File: config.mk
export PLATFORM = sky130hd
export DESIGN_NAME = regfile_sequencer
export DESIGN_NICKNAME = d
export VERILOG_FILES = /design/src/rtl/regfile_sequencer_pkg.sv /design/src/rtl/regfile_sequencer_alu.sv /design/src/rtl/regfile_sequencer.sv
export SDC_FILE = /design/constraint.sdc
export NUM_CORES = 1
export LEC_CHECK = 0
export CAP_MARGIN = 20
export CORE_ASPECT_RATIO = 0.8
export CORE_MARGIN = 10
export CORE_UTILIZATION = 35
export CTS_BUF_LIST = sky130_fd_sc_hd__clkbuf_16
export CTS_CLUSTER_DIAMETER = 50
export DETAILED_ROUTE_END_ITERATION = 10
export PLACE_DENSITY_LB_ADDON = 0.15
export SLEW_MARGIN = 5
export SYNTH_ARGS = -nofsm -noshare
export SYNTH_HDL_FRONTEND = slang
export SYNTH_HIERARCHICAL = 1
export SYNTH_SLANG_ARGS = --single-unit
File: constraint.sdc
create_clock -name clk -period 3.52 [get_ports clk]
set_input_delay 1.056 -clock clk [delete_from_list [all_inputs] [get_ports clk]]
set_output_delay 1.056 -clock clk [all_outputs]
set_load 0.02 [all_outputs]
File: src/rtl/regfile_sequencer_pkg.sv
// Shared definitions for the register-file sequencer.
//   - instruction field positions within the 8-bit instruction word
//   - op encodings (ADD/SUB/AND/MOV)
//   - FSM state encoding
package regfile_sequencer_pkg;

  localparam int INSTR_W = 8;

  // instr = {op[7:6], rs[5:4], rt[3:2], rd[1:0]}
  localparam int OP_MSB = 7;
  localparam int OP_LSB = 6;
  localparam int RS_MSB = 5;
  localparam int RS_LSB = 4;
  localparam int RT_MSB = 3;
  localparam int RT_LSB = 2;
  localparam int RD_MSB = 1;
  localparam int RD_LSB = 0;

  typedef enum logic [1:0] {
    OP_ADD = 2'b00,
    OP_SUB = 2'b01,
    OP_AND = 2'b10,
    OP_MOV = 2'b11
  } op_e;

  typedef enum logic [1:0] {
    IDLE  = 2'd0,
    READ  = 2'd1,
    EXEC  = 2'd2,
    WRITE = 2'd3
  } state_e;

  function automatic op_e instr_op(input logic [INSTR_W-1:0] i);
    return op_e'(i[OP_MSB:OP_LSB]);
  endfunction

endpackage

File: src/rtl/regfile_sequencer_alu.sv
// seq_alu: combinational ALU for the sequencer.
//   op          : operation select
//   a, b        : operands
//   result      : DATA_W-bit wrap-around result
//   carry       : carry out (ADD) or borrow (SUB)
//   carry_valid : 1 when this op updates the carry flag
module seq_alu
  import regfile_sequencer_pkg::*;
#(
  parameter int DATA_W = 8
) (
  input  op_e               op,
  input  logic [DATA_W-1:0] a,
  input  logic [DATA_W-1:0] b,
  output logic [DATA_W-1:0] result,
  output logic              carry,
  output logic              carry_valid
);

  logic [DATA_W:0] sum;
  logic [DATA_W:0] diff;

  // One extra bit on each: the top bit is the carry for ADD and the
  // borrow (a < b) for SUB.
  assign sum  = {1'b0, a} + {1'b0, b};
  assign diff = {1'b0, a} - {1'b0, b};

  always_comb begin
    result      = '0;
    carry       = 1'b0;
    carry_valid = 1'b0;
    case (op)
      OP_ADD: begin
        result      = sum[DATA_W-1:0];
        carry       = sum[DATA_W];
        carry_valid = 1'b1;
      end
      OP_SUB: begin
        result      = diff[DATA_W-1:0];
        carry       = diff[DATA_W];
        carry_valid = 1'b1;
      end
      OP_AND:  result = a & b;
      default: result = a;
    endcase
  end

endmodule

File: src/rtl/regfile_sequencer.sv
// regfile_sequencer: fetches one instruction at a time, reads two sources
// from an external register file, executes in seq_alu and writes back.
// Four-cycle loop IDLE -> READ -> EXEC -> WRITE -> IDLE.
//   clk, reset                  : clock, synchronous active-high reset
//   instr_valid/instr_ready     : instruction handshake (accept in IDLE)
//   instr                       : {op, rs, rt, rd}
//   read_register1/2, read_data1/2 : register-file read ports
//   write_register, write_data, reg_write : register-file write port
//   done  : one-cycle retire pulse (WRITE)
//   carry : carry/borrow of the last ADD/SUB
//   busy  : not IDLE
// Every output is a register or a decode of the state register.
module regfile_sequencer
  import regfile_sequencer_pkg::*;
#(
  parameter int DATA_W = 8,
  parameter int ADDR_W = 2
) (
  input  logic               clk,
  input  logic               reset,
  input  logic               instr_valid,
  output logic               instr_ready,
  input  logic [INSTR_W-1:0] instr,
  output logic [ADDR_W-1:0]  read_register1,
  output logic [ADDR_W-1:0]  read_register2,
  input  logic [DATA_W-1:0]  read_data1,
  input  logic [DATA_W-1:0]  read_data2,
  output logic [ADDR_W-1:0]  write_register,
  output logic [DATA_W-1:0]  write_data,
  output logic               reg_write,
  output logic               done,
  output logic               carry,
  output logic               busy
);

  state_e               state_q, state_d;
  logic [INSTR_W-1:0]   instr_q;
  logic [DATA_W-1:0]    result_q;
  logic                 carry_q;
  logic [DATA_W-1:0]    alu_res;
  logic                 alu_c, alu_cv;

  seq_alu #(.DATA_W(DATA_W)) u_alu (
    .op          (instr_op(instr_q)),
    .a           (read_data1),
    .b           (read_data2),
    .result      (alu_res),
    .carry       (alu_c),
    .carry_valid (alu_cv)
  );

  always_ff @(posedge clk) begin
    if (reset) begin
      state_q  <= IDLE;
      instr_q  <= '0;
      result_q <= '0;
      carry_q  <= 1'b0;
    end else begin
      state_q <= state_d;
      // instr is only captured on acceptance; changes while busy are ignored
      if (state_q == IDLE && instr_valid) instr_q <= instr;
      if (state_q == EXEC) begin
        result_q <= alu_res;
        if (alu_cv) carry_q <= alu_c;
      end
    end
  end

  always_comb begin
    state_d     = state_q;
    instr_ready = 1'b0;
    reg_write   = 1'b0;
    done        = 1'b0;
    busy        = 1'b1;
    case (state_q)
      IDLE: begin
        instr_ready = 1'b1;
        busy        = 1'b0;
        if (instr_valid) state_d = READ;
      end
      READ:  state_d = EXEC;
      EXEC:  state_d = WRITE;
      WRITE: begin
        reg_write = 1'b1;
        done      = 1'b1;
        state_d   = IDLE;
      end
      default: state_d = IDLE;
    endcase
  end

  // Register indices come straight from the latched instruction, so they
  // are stable from READ through WRITE and zero after reset.
  assign read_register1 = ADDR_W'(instr_q[RS_MSB:RS_LSB]);
  assign read_register2 = ADDR_W'(instr_q[RT_MSB:RT_LSB]);
  assign write_register = ADDR_W'(instr_q[RD_MSB:RD_LSB]);
  assign write_data     = result_q;
  assign carry          = carry_q;

endmodule
==> results.json, run 1 <==
{
  "worst_slew_pin_slew_ns": 0.747,
  "synth_top_area_frac": 0.215,
  "hold_path.class": "reg2reg",
  "synth_cell_type_count": 46,
  "r2r-start": "instr_q[6]$_SDFFE_PP0P_",
  "setup_viol": 0,
  "crit_fanout": 3,
  "cp.arrival_ns": 3.42,
  "cp-end-kind": "flip-flop",
  "grt_pass1_wl_mm": 7.02,
  "postSynth.asyncResetShare": 0,
  "ir_worst_vdd_mv": 0.286,
  "synth_edf_count": 0,
  "final_cells": 307,
  "wirelength_mm": 4.16,
  "vias": 1511,
  "yosys_most_used_dff": "dfxtp_1",
  "avgViaCountPerCell": 4.92,
  "rsz0062_at_grt": "false",
  "drv_slew": 0,
  "timing.critical_path.from_type": "input port",
  "syn-num-nets": 259,
  "ys_seq_elements": 19,
  "holdCritStartpoint": "write_data[5]$_SDFFE_PP0N_",
  "drc_errors": 0,
  "maxCapViolations": 0,
  "antennaDiodeCount": 0,
  "wl_per_cell_um": 13.5,
  "die_w_um": 99.5,
  "place_congestion": 0.761,
  "slowest_delay_ns": 0.42,
  "die_height_um": 83.6,
  "ant_nets": 0,
  "nets": 296,
  "seqCellArea_um2": 380,
  "timing.rr.end": "write_data[6]$_SDFFE_PP0N_",
  "cts_tree": "done",
  "crit_path_cell_trace": "clkdlybuf4s50_1, ha_1, fa_1, nor2b_1, o211a_1, or3_1, a21o_1, a31o_1, mux2i_1, nor2_1",
  "clock_latency_ns": 0.25,
  "postSynthCellCount": 209,
  "grt_overflow": 0,
  "globalRouteTotalUtil": 0.0985,
  "grt_max_degree": 30,
  "cp_top_family": "adder cells",
  "grt_pass1_vias": 1486,
  "period_share": 0.940,
  "clockRootBuffer": "clkbuf_16",
  "hold_buffers": 0,
  "cts_num_sinks": 19,
  "finalCriticalPeriod_ns": 3.31,
  "max_freq_mhz": 302,
  "place_ws_ns": -0.0366,
  "finalWorstSetupSlack_ns": 0.211,
  "power.leakage_nw": 0.921,
  "initial_core_util": 0.357,
  "relSlewSlack": 0.500,
  "multi_input_area_um2": 1180,
  "r2r_slack_ns": 1.62,
  "dp_hpwl_mm": 3.34,
  "p_per_area_nw_per_um2": 519,
  "first_iter_violations": 69,
  "numCtsBuffers": 3,
  "netlist_area_um2": 1770,
  "cts_resized": 0,
  "hold_viol_final": 0,
  "htree_levels": 1,
  "synth.avg_cell_area_um2": 8.47,
  "design_area_um2": 2280,
  "critPathRequiredTime_ns": 3.63,
  "row_count": 23,
  "whs_endpoint": "write_data[5]$_SDFFE_PP0N_",
  "portBuffers": 45,
  "synthTopCellsByArea": "dfxtp_1 21%, ha_1 15%, mux2i_1 6.8%",
  "worst_path_max_delay_cell": "clkdlybuf4s50_1",
  "fill_cells": 513,
  "rr_worst_depth": 7,
  "dp_cells": 303,
  "synth_warnings": 6,
  "dieArea_um2": 8320,
  "status": "finished clean",
  "place_area_um2": 2200,
  "ios": 46,
  "crit_buf_inv": 1,
  "core_area_um2": 4950,
  "dr.pass1.iters": 4,
  "yosys.area.top_type": "dfxtp_1",
  "crit_type": "in2reg",
  "syn2layout_area_growth_pct": 28.6,
  "clock_path_buffers": 2,
  "min_path_cells": 2,
  "post_cts.repair.setup_buffers": 0,
  "ys_seq_area_frac": 0.215,
  "clk_pin_slew_ns": 0.05,
  "fin_skew_ns": 0.00301,
  "antenna_found_initial": 0,
  "layout-drive-gt1-share": 0.0898
}
-- power breakdown --
part | leakage (nW) | internal, mW | switching, mW
combinational | 0.723 | 0.306 | 0.340
clock | 0.0423 | 0.151 | 0.0780
sequential | 0.155 | 0.268 | 0.0379
total | 0.921 | 0.725 | 0.456
-- cells by family (layout without fill, tap and decap cells) --
group                    count (synthesis)  count (layout)  share of synthesized area
flip-flops                              19              19                      0.215
AND/OR/NAND/NOR                         55              55                      0.161
AO/OA/AOI/OAI                           60              60                      0.242
adder cells (fa/ha/maj)                 23              23                      0.171
XOR/XNOR                                 3               3                     0.0149
multiplexers                            13              13                     0.0806
buffers and inverters                   36              72                      0.116
-- worst max-delay path by stage --
stage                  startpoint                          to  slack, ns  cells after the start
floorplan           read_data1[0]  write_data[6]$_SDFFE_PP0N_       0.57                      9
global placement    read_data1[0]  write_data[6]$_SDFFE_PP0N_     -0.004                     10
detailed placement  read_data1[0]  write_data[6]$_SDFFE_PP0N_      -0.04                     10
CTS                 read_data1[0]  write_data[6]$_SDFFE_PP0N_       0.21                     10
global route        read_data1[0]  write_data[6]$_SDFFE_PP0N_       0.08                     10
finish              read_data1[0]  write_data[6]$_SDFFE_PP0N_       0.21                     10
-- layout make-up --
class | instances | area share
sequential | 19 | 0.167
timing repair buffer | 50 | 0.214
clock inverter | 1 | 0.00165
inverter | 18 | 0.0297
multi-input combinational | 154 | 0.520
clock buffer | 3 | 0.0330
tap | 62 | 0.0341
-- placed cells by master (no fill, tap or decap), types with 4 or more instances in the layout --
| cell type | instances |
|---|---|
| ha_1 | 21 |
| inv_1 | 19 |
| o21ai_0 | 4 |
| nor2_1 | 21 |
| nor2b_1 | 7 |
| a211oi_1 | 4 |
| a21oi_1 | 19 |
| buf_4 | 5 |
| a21bo_2 | 8 |
| dfxtp_1 | 19 |
| mux2i_1 | 12 |
| nand2_1 | 4 |
| clkdlybuf4s50_1 | 45 |
| nand3_1 | 11 |
-- worst reg2reg max path: cells and delay by family (launching register included) --
kind / cells / cell delay [ns]
and+or+nand+nor: 3 / 0.72
AOI/OAI and AO/OA: 2 / 0.37
DFF: 1 / 0.31
buffers and inverters: 1 / 0.23
muxes: 1 / 0.13
-- flip-flops by register name, summed over array words and instances, names as in the netlist --
| signal | cells |
|---|---|
| instr_q | 8 |
| write_data | 8 |
| state_q | 2 |
| carry | 1 |
-- metrics by stage --
stage               setup TNS (ns)   util  power, mW  hold WS, ns
detailed placement         -0.0366  0.444      0.965        0.484
CTS                              0  0.460       1.20        0.497
global route                     0  0.460       1.28        0.521
finish                           0  0.460       1.18        0.491
global placement          -0.00398  0.444      0.964        0.476
floorplan                        0      -      0.772        0.495
-- layer usage --
| layer | GRT usage | vias to the layer above | wire, um |
|---|---|---|---|
| met5 | 0 | - | 0 |
| met4 | 0.0195 | 0 | 34 |
| met3 | 0.0315 | 4 | 238 |
| met2 | 0.147 | 31 | 1740 |
| met1 | 0.134 | 674 | 2150 |
| li1 | - | 802 | - |
-- cell usage after synthesis, types with 3 or more instances --
cell type	number
a211oi_1	4
a21bo_2	8
a21oi_1	19
buf_2	5
buf_4	8
buf_6	3
dfxtp_1	19
ha_1	21
inv_1	18
mux2i_1	12
nand2_1	4
nand2b_1	3
nand3_1	11
nor2_1	21
nor2b_1	7
o211ai_1	3
o21ai_0	4
No activity file was read; power rests on OpenSTA's default activity.
==> run 2: changes to the inputs <==
--- a/config.mk
+++ b/config.mk
@@ -11,9 +11,11 @@
 export CORE_UTILIZATION = 35
 export CTS_BUF_LIST = sky130_fd_sc_hd__clkbuf_16
 export CTS_CLUSTER_DIAMETER = 50
+export CTS_CLUSTER_SIZE = 25
 export DETAILED_ROUTE_END_ITERATION = 10
 export PLACE_DENSITY_LB_ADDON = 0.15
-export SLEW_MARGIN = 5
+export REMOVE_ABC_BUFFERS = 1
+export SLEW_MARGIN = 20
 export SYNTH_ARGS = -nofsm -noshare
 export SYNTH_HDL_FRONTEND = slang
 export SYNTH_HIERARCHICAL = 1
==> results.json, run 2 (synthesis gave the netlist of run 1 again) <==
{
  "status": "finished clean",
  "period_share": 0.939,
  "portBuffers": 45,
  "min_path_cells": 2,
  "numCtsBuffers": 3,
  "post_cts.repair.setup_buffers": 0,
  "rr_worst_depth": 7,
  "worst_slew_pin_slew_ns": 0.714,
  "grt_max_degree": 21,
  "finalCriticalPeriod_ns": 3.31,
  "cts_resized": 0,
  "slowest_delay_ns": 0.43,
  "dp_cells": 304,
  "fin_hold_ws_ns": 0.495,
  "avgViaCountPerCell": 5.01,
  "r2r_slack_ns": 1.56,
  "cp.depth": 10,
  "timing.critical_path.from_type": "input port",
  "row_count": 23,
  "ios": 46,
  "crit_path_cell_trace": "clkdlybuf4s50_1, ha_1, fa_1, nor2b_1, o211a_1, or3_1, a21o_1, a31o_1, mux2i_1, nor2_1",
  "grt_pass1_wl_mm": 7.36,
  "switching_share": 0.386,
  "syn2layout_area_growth_pct": 29.1,
  "place_area_um2": 2200,
  "cts_tree": "done",
  "cp.arrival_ns": 3.42,
  "p_per_area_nw_per_um2": 519,
  "hold_path.class": "reg2reg",
  "wirelength_mm": 4.31,
  "max_freq_mhz": 302,
  "fill_cells": 521,
  "antenna_found_initial": 0,
  "htree_levels": 1,
  "grt_overflow": 0,
  "pwr-share-clk": 0.192,
  "rsz0062_at_grt": "false",
  "grt_pass1_vias": 1498,
  "cp-end-kind": "flip-flop",
  "hold_viol_final": 0,
  "timing.rr.end": "write_data[7]$_SDFFE_PP0N_",
  "drc_errors": 0,
  "dr.pass1.iters": 5,
  "power_frac_seq": 0.266,
  "antennaDiodeCount": 0,
  "r2r-start": "instr_q[6]$_SDFFE_PP0P_",
  "worst_path_max_delay_cell": "clkdlybuf4s50_1",
  "p_sw_mw": 0.458,
  "cp_top_family": "adder cells",
  "layout_common_cells": "45 x clkdlybuf4s50_1, 21 x nor2_1, 21 x ha_1",
  "relSlewSlack": 0.522,
  "clk_pin_slew_ns": 0.05,
  "final_common_cell": "clkdlybuf4s50_1",
  "worstSetupStartpoint": "read_data1[0]",
  "whs_endpoint": "write_data[1]$_SDFFE_PP0N_",
  "wl_per_cell_um": 14.0,
  "die_w_um": 99.5,
  "crit_buf_inv": 1,
  "vias": 1543,
  "critPathRequiredTime_ns": 3.63,
  "clock_path_buffers": 2,
  "holdCritStartpoint": "write_data[1]$_SDFFE_PP0N_",
  "dp_hpwl_mm": 3.44,
  "initial_core_util": 0.357,
  "layout-drive-gt1-share": 0.0935,
  "drv_slew": 0,
  "design_area_um2": 2280,
  "clockRootBuffer": "clkbuf_16",
  "core_area_um2": 4950,
  "setup_viol": 0,
  "ant_nets": 0,
  "maxCapViolations": 0,
  "globalRouteTotalUtil": 0.102,
  "ir_worst_vdd_mv": 0.313,
  "nets": 297,
  "clock_latency_ns": 0.25,
  "power.leakage_nw": 0.926,
  "place_congestion": 0.826,
  "dieArea_um2": 8320,
  "die_height_um": 83.6,
  "crit_fanout": 2,
  "cts_num_sinks": 19,
  "first_iter_violations": 66,
  "share_comb_of_total_power": 0.542,
  "hold_buffers": 0,
  "fin_skew_ns": 0.00162,
  "final_cells": 308,
  "crit_type": "in2reg",
  "internal-power_mw": 0.727
}
run 2: cell count changes in the layout (fill, tap and decap cells not counted), sizes merged:
| cell | previous run | this run |
|---|---|---|
| buf | 5 | 6 |
run 2: area by class of cell:
| cell class | instances | area, um2 | share of cell area |
|---|---|---|---|
| inverter | 18 | 67.6 | 0.0296 |
| clock buffer | 3 | 75.1 | 0.0329 |
| timing repair buffer | 51 | 495 | 0.217 |
| sequential | 19 | 380 | 0.167 |
| clock inverter | 1 | 3.75 | 0.00164 |
| tap | 62 | 77.6 | 0.0340 |
| multi-input combinational | 154 | 1180 | 0.518 |
run 2: per-stage QoR:
stage	util	setup WS (ns)	power, mW	TNS [ns]
detailed placement	0.445	-0.0254	0.970	-0.0254
CTS	0.461	0.218	1.20	0
finish	0.461	0.214	1.18	0
global route	0.461	0.109	1.28	0
global placement	0.445	-0.00621	0.965	-0.00621
floorplan	-	0.569	0.717	0
run 2: metal layers:
metal  routed length, um  vias to the layer above  track usage
li1                    -                      803            -
met1                2160                      706        0.135
met2                1930                       32        0.162
met3                 194                        2       0.0281
met4                  14                        0       0.0156
met5                   0                        -            0
run 2: tightest hold or removal path: stages (launching register included):
cell and delay (ns):
dfxtp_1 0.32, mux2i_1 0.07, nor2_1 0.07
run 2: how the worst max path moves through the flow:
| stage | to | slack [ns] |
|---|---|---|
| after floorplan | write_data[6]$_SDFFE_PP0N_ | 0.57 |
| after global placement | write_data[6]$_SDFFE_PP0N_ | -0.006 |
| after detailed placement | write_data[6]$_SDFFE_PP0N_ | -0.03 |
| after CTS | write_data[6]$_SDFFE_PP0N_ | 0.22 |
| after global routing | write_data[6]$_SDFFE_PP0N_ | 0.11 |
| final | write_data[6]$_SDFFE_PP0N_ | 0.21 |
run 2: power groups by stage:
stage | registers (mW) | logic (mW) | clock network (mW)
6_report | 0.315 | 0.642 | 0.228
5_1_grt | 0.324 | 0.711 | 0.245
4_1_cts | 0.316 | 0.654 | 0.233
3_5_place_dp | 0.320 | 0.650 | 0
3_3_place_gp | 0.320 | 0.646 | 0
2_1_floorplan | 0.360 | 0.356 | 0
==> run 3: changes to the inputs <==
--- a/config.mk
+++ b/config.mk
@@ -9,10 +9,11 @@
 export CORE_ASPECT_RATIO = 0.8
 export CORE_MARGIN = 10
 export CORE_UTILIZATION = 35
-export CTS_BUF_LIST = sky130_fd_sc_hd__clkbuf_16
+export CTS_BUF_LIST = sky130_fd_sc_hd__clkbuf_4 sky130_fd_sc_hd__clkbuf_8
 export CTS_CLUSTER_DIAMETER = 50
 export CTS_CLUSTER_SIZE = 25
 export DETAILED_ROUTE_END_ITERATION = 10
+export MAX_ROUTING_LAYER = met4
 export PLACE_DENSITY_LB_ADDON = 0.15
 export REMOVE_ABC_BUFFERS = 1
 export SLEW_MARGIN = 20
==> results.json, run 3 (synthesis gave the netlist of run 1 again) <==
{
  "ir_worst_vdd_mv": 0.304,
  "cp-end-kind": "flip-flop",
  "htree_levels": 1,
  "power_frac_seq": 0.282,
  "internal-power_mw": 0.664,
  "place_ws_ns": -0.0254,
  "use_met3": 0.0232,
  "rr_worst_depth": 7,
  "period_share": 0.937,
  "power.leakage_nw": 0.910,
  "timing.critical_path.from_type": "input port",
  "hold_buffers": 0,
  "holdCritStartpoint": "write_data[1]$_SDFFE_PP0N_",
  "drc_errors": 0,
  "max_freq_mhz": 303,
  "nets": 297,
  "clock_latency_ns": 0.25,
  "fin_hold_ws_ns": 0.498,
  "clockRootBuffer": "clkbuf_8",
  "clock_path_buffers": 2,
  "slowest_delay_ns": 0.43,
  "core_area_um2": 4950,
  "cp.arrival_ns": 3.42,
  "status": "finished clean",
  "critPathRequiredTime_ns": 3.64,
  "clk_pin_slew_ns": 0.07,
  "avgViaCountPerCell": 5.01,
  "cts_tree": "done",
  "crit_fanout": 2,
  "post_cts.repair.setup_buffers": 0,
  "finalWorstSetupSlack_ns": 0.222,
  "hold_path.class": "reg2reg",
  "use_met2": 0.161,
  "pwr-share-clk": 0.141,
  "grtUsageMet1": 0.139,
  "p_per_area_nw_per_um2": 494,
  "globalRouteTotalUtil": 0.105,
  "timing.rr.end": "write_data[7]$_SDFFE_PP0N_",
  "worst_path_max_delay_cell": "clkdlybuf4s50_1",
  "busiest_layer": "met2",
  "cp_top_family": "adder cells",
  "crit_buf_inv": 1,
  "whs_endpoint": "write_data[1]$_SDFFE_PP0N_",
  "ios": 46,
  "dieArea_um2": 8320,
  "design_area_um2": 2250,
  "first_iter_violations": 79,
  "antennaDiodeCount": 0,
  "rsz0062_at_grt": "false",
  "place_congestion": 0.838,
  "worst_slew_pin_slew_ns": 0.715,
  "dp_hpwl_mm": 3.44,
  "r2r_slack_ns": 1.57,
  "row_count": 23,
  "relSlewSlack": 0.522,
  "fin_skew_ns": 0.00366,
  "hold_viol_final": 0,
  "maxCapViolations": 0,
  "utilization": 0.455,
  "place_area_um2": 2200,
  "finalCriticalPeriod_ns": 3.30,
  "layout-drive-gt1-share": 0.0976,
  "die_height_um": 83.6,
  "cts_num_sinks": 19,
  "p_sw_mw": 0.450,
  "final_common_cell": "clkdlybuf4s50_1",
  "wl_per_cell_um": 13.9,
  "syn2layout_area_growth_pct": 27.4,
  "numCtsBuffers": 3,
  "grt_pass1_vias": 1503,
  "final_cells": 308,
  "dr.pass1.iters": 4,
  "crit_path_cell_trace": "clkdlybuf4s50_1, ha_1, fa_1, nor2b_1, o211a_1, or3_1, a21o_1, a31o_1, mux2i_1, nor2_1",
  "die_w_um": 99.5,
  "grt_overflow": 0,
  "switching_share": 0.404,
  "drv_slew": 0,
  "antenna_found_initial": 0,
  "r2r-start": "instr_q[6]$_SDFFE_PP0P_",
  "ant_nets": 0,
  "initial_core_util": 0.357,
  "layout_common_cells": "45 x clkdlybuf4s50_1, 21 x nor2_1, 21 x ha_1",
  "wirelength_mm": 4.29,
  "setup_viol": 0,
  "vias": 1544,
  "grt_pass1_wl_mm": 7.34,
  "min_path_cells": 2,
  "cts_resized": 0,
  "portBuffers": 45,
  "share_comb_of_total_power": 0.576,
  "grt_max_degree": 21,
  "crit_type": "in2reg",
  "dp_cells": 304
}
## run 3: cell types whose count changed in the layout (fill, tap and decap cells not counted)
cell	delta
clkbuf_8	+3
clkbuf_4	+1
clkbuf_16	-3
inv_1	-1
## run 3: stage by stage
stage	power, mW	TNS (ns)
2_1_floorplan	0.717	0
3_3_place_gp	0.965	-0.00621
3_5_place_dp	0.970	-0.0254
4_1_cts	1.13	0
5_1_grt	1.21	0
6_report	1.11	0
## run 3: final cells by class
cell class	instances	area, um2
fill	524	2700
multi-input combinational	154	1180
timing repair buffer	51	495
sequential	19	380
tap	62	77.6
inverter	18	67.6
clock buffer	4	48.8
## run 3: worst min-delay path, stage by stage (launching register included)
cell and delay [ns]:
dfxtp_1 0.33, mux2i_1 0.07, nor2_1 0.07
## run 3: worst max path at each step
stage / slack, ns / end / cells after the start / start
5_1_grt: 0.12 / write_data[6]$_SDFFE_PP0N_ / 10 / read_data1[0]
3_3_place_gp: -0.006 / write_data[6]$_SDFFE_PP0N_ / 10 / read_data1[0]
6_report: 0.22 / write_data[6]$_SDFFE_PP0N_ / 10 / read_data1[0]
3_5_place_dp: -0.03 / write_data[6]$_SDFFE_PP0N_ / 10 / read_data1[0]
2_1_floorplan: 0.57 / write_data[6]$_SDFFE_PP0N_ / 9 / read_data1[0]
4_1_cts: 0.23 / write_data[6]$_SDFFE_PP0N_ / 10 / read_data1[0]
## run 3: power groups by stage
stage                     Combinational (mW)  Sequential, mW  Clock, mW
final                                  0.642           0.314      0.157
after global routing                   0.711           0.324      0.175
after CTS                              0.653           0.315      0.163
after detailed placement               0.650           0.320          0
after global placement                 0.646           0.320          0
after floorplan                        0.356           0.360          0
## run 3: metal layers
metal,vias up,share of wire
met5,-,0
met1,710,0.52
met4,0,0.0063
li1,802,-
met2,30,0.44
met3,2,0.031
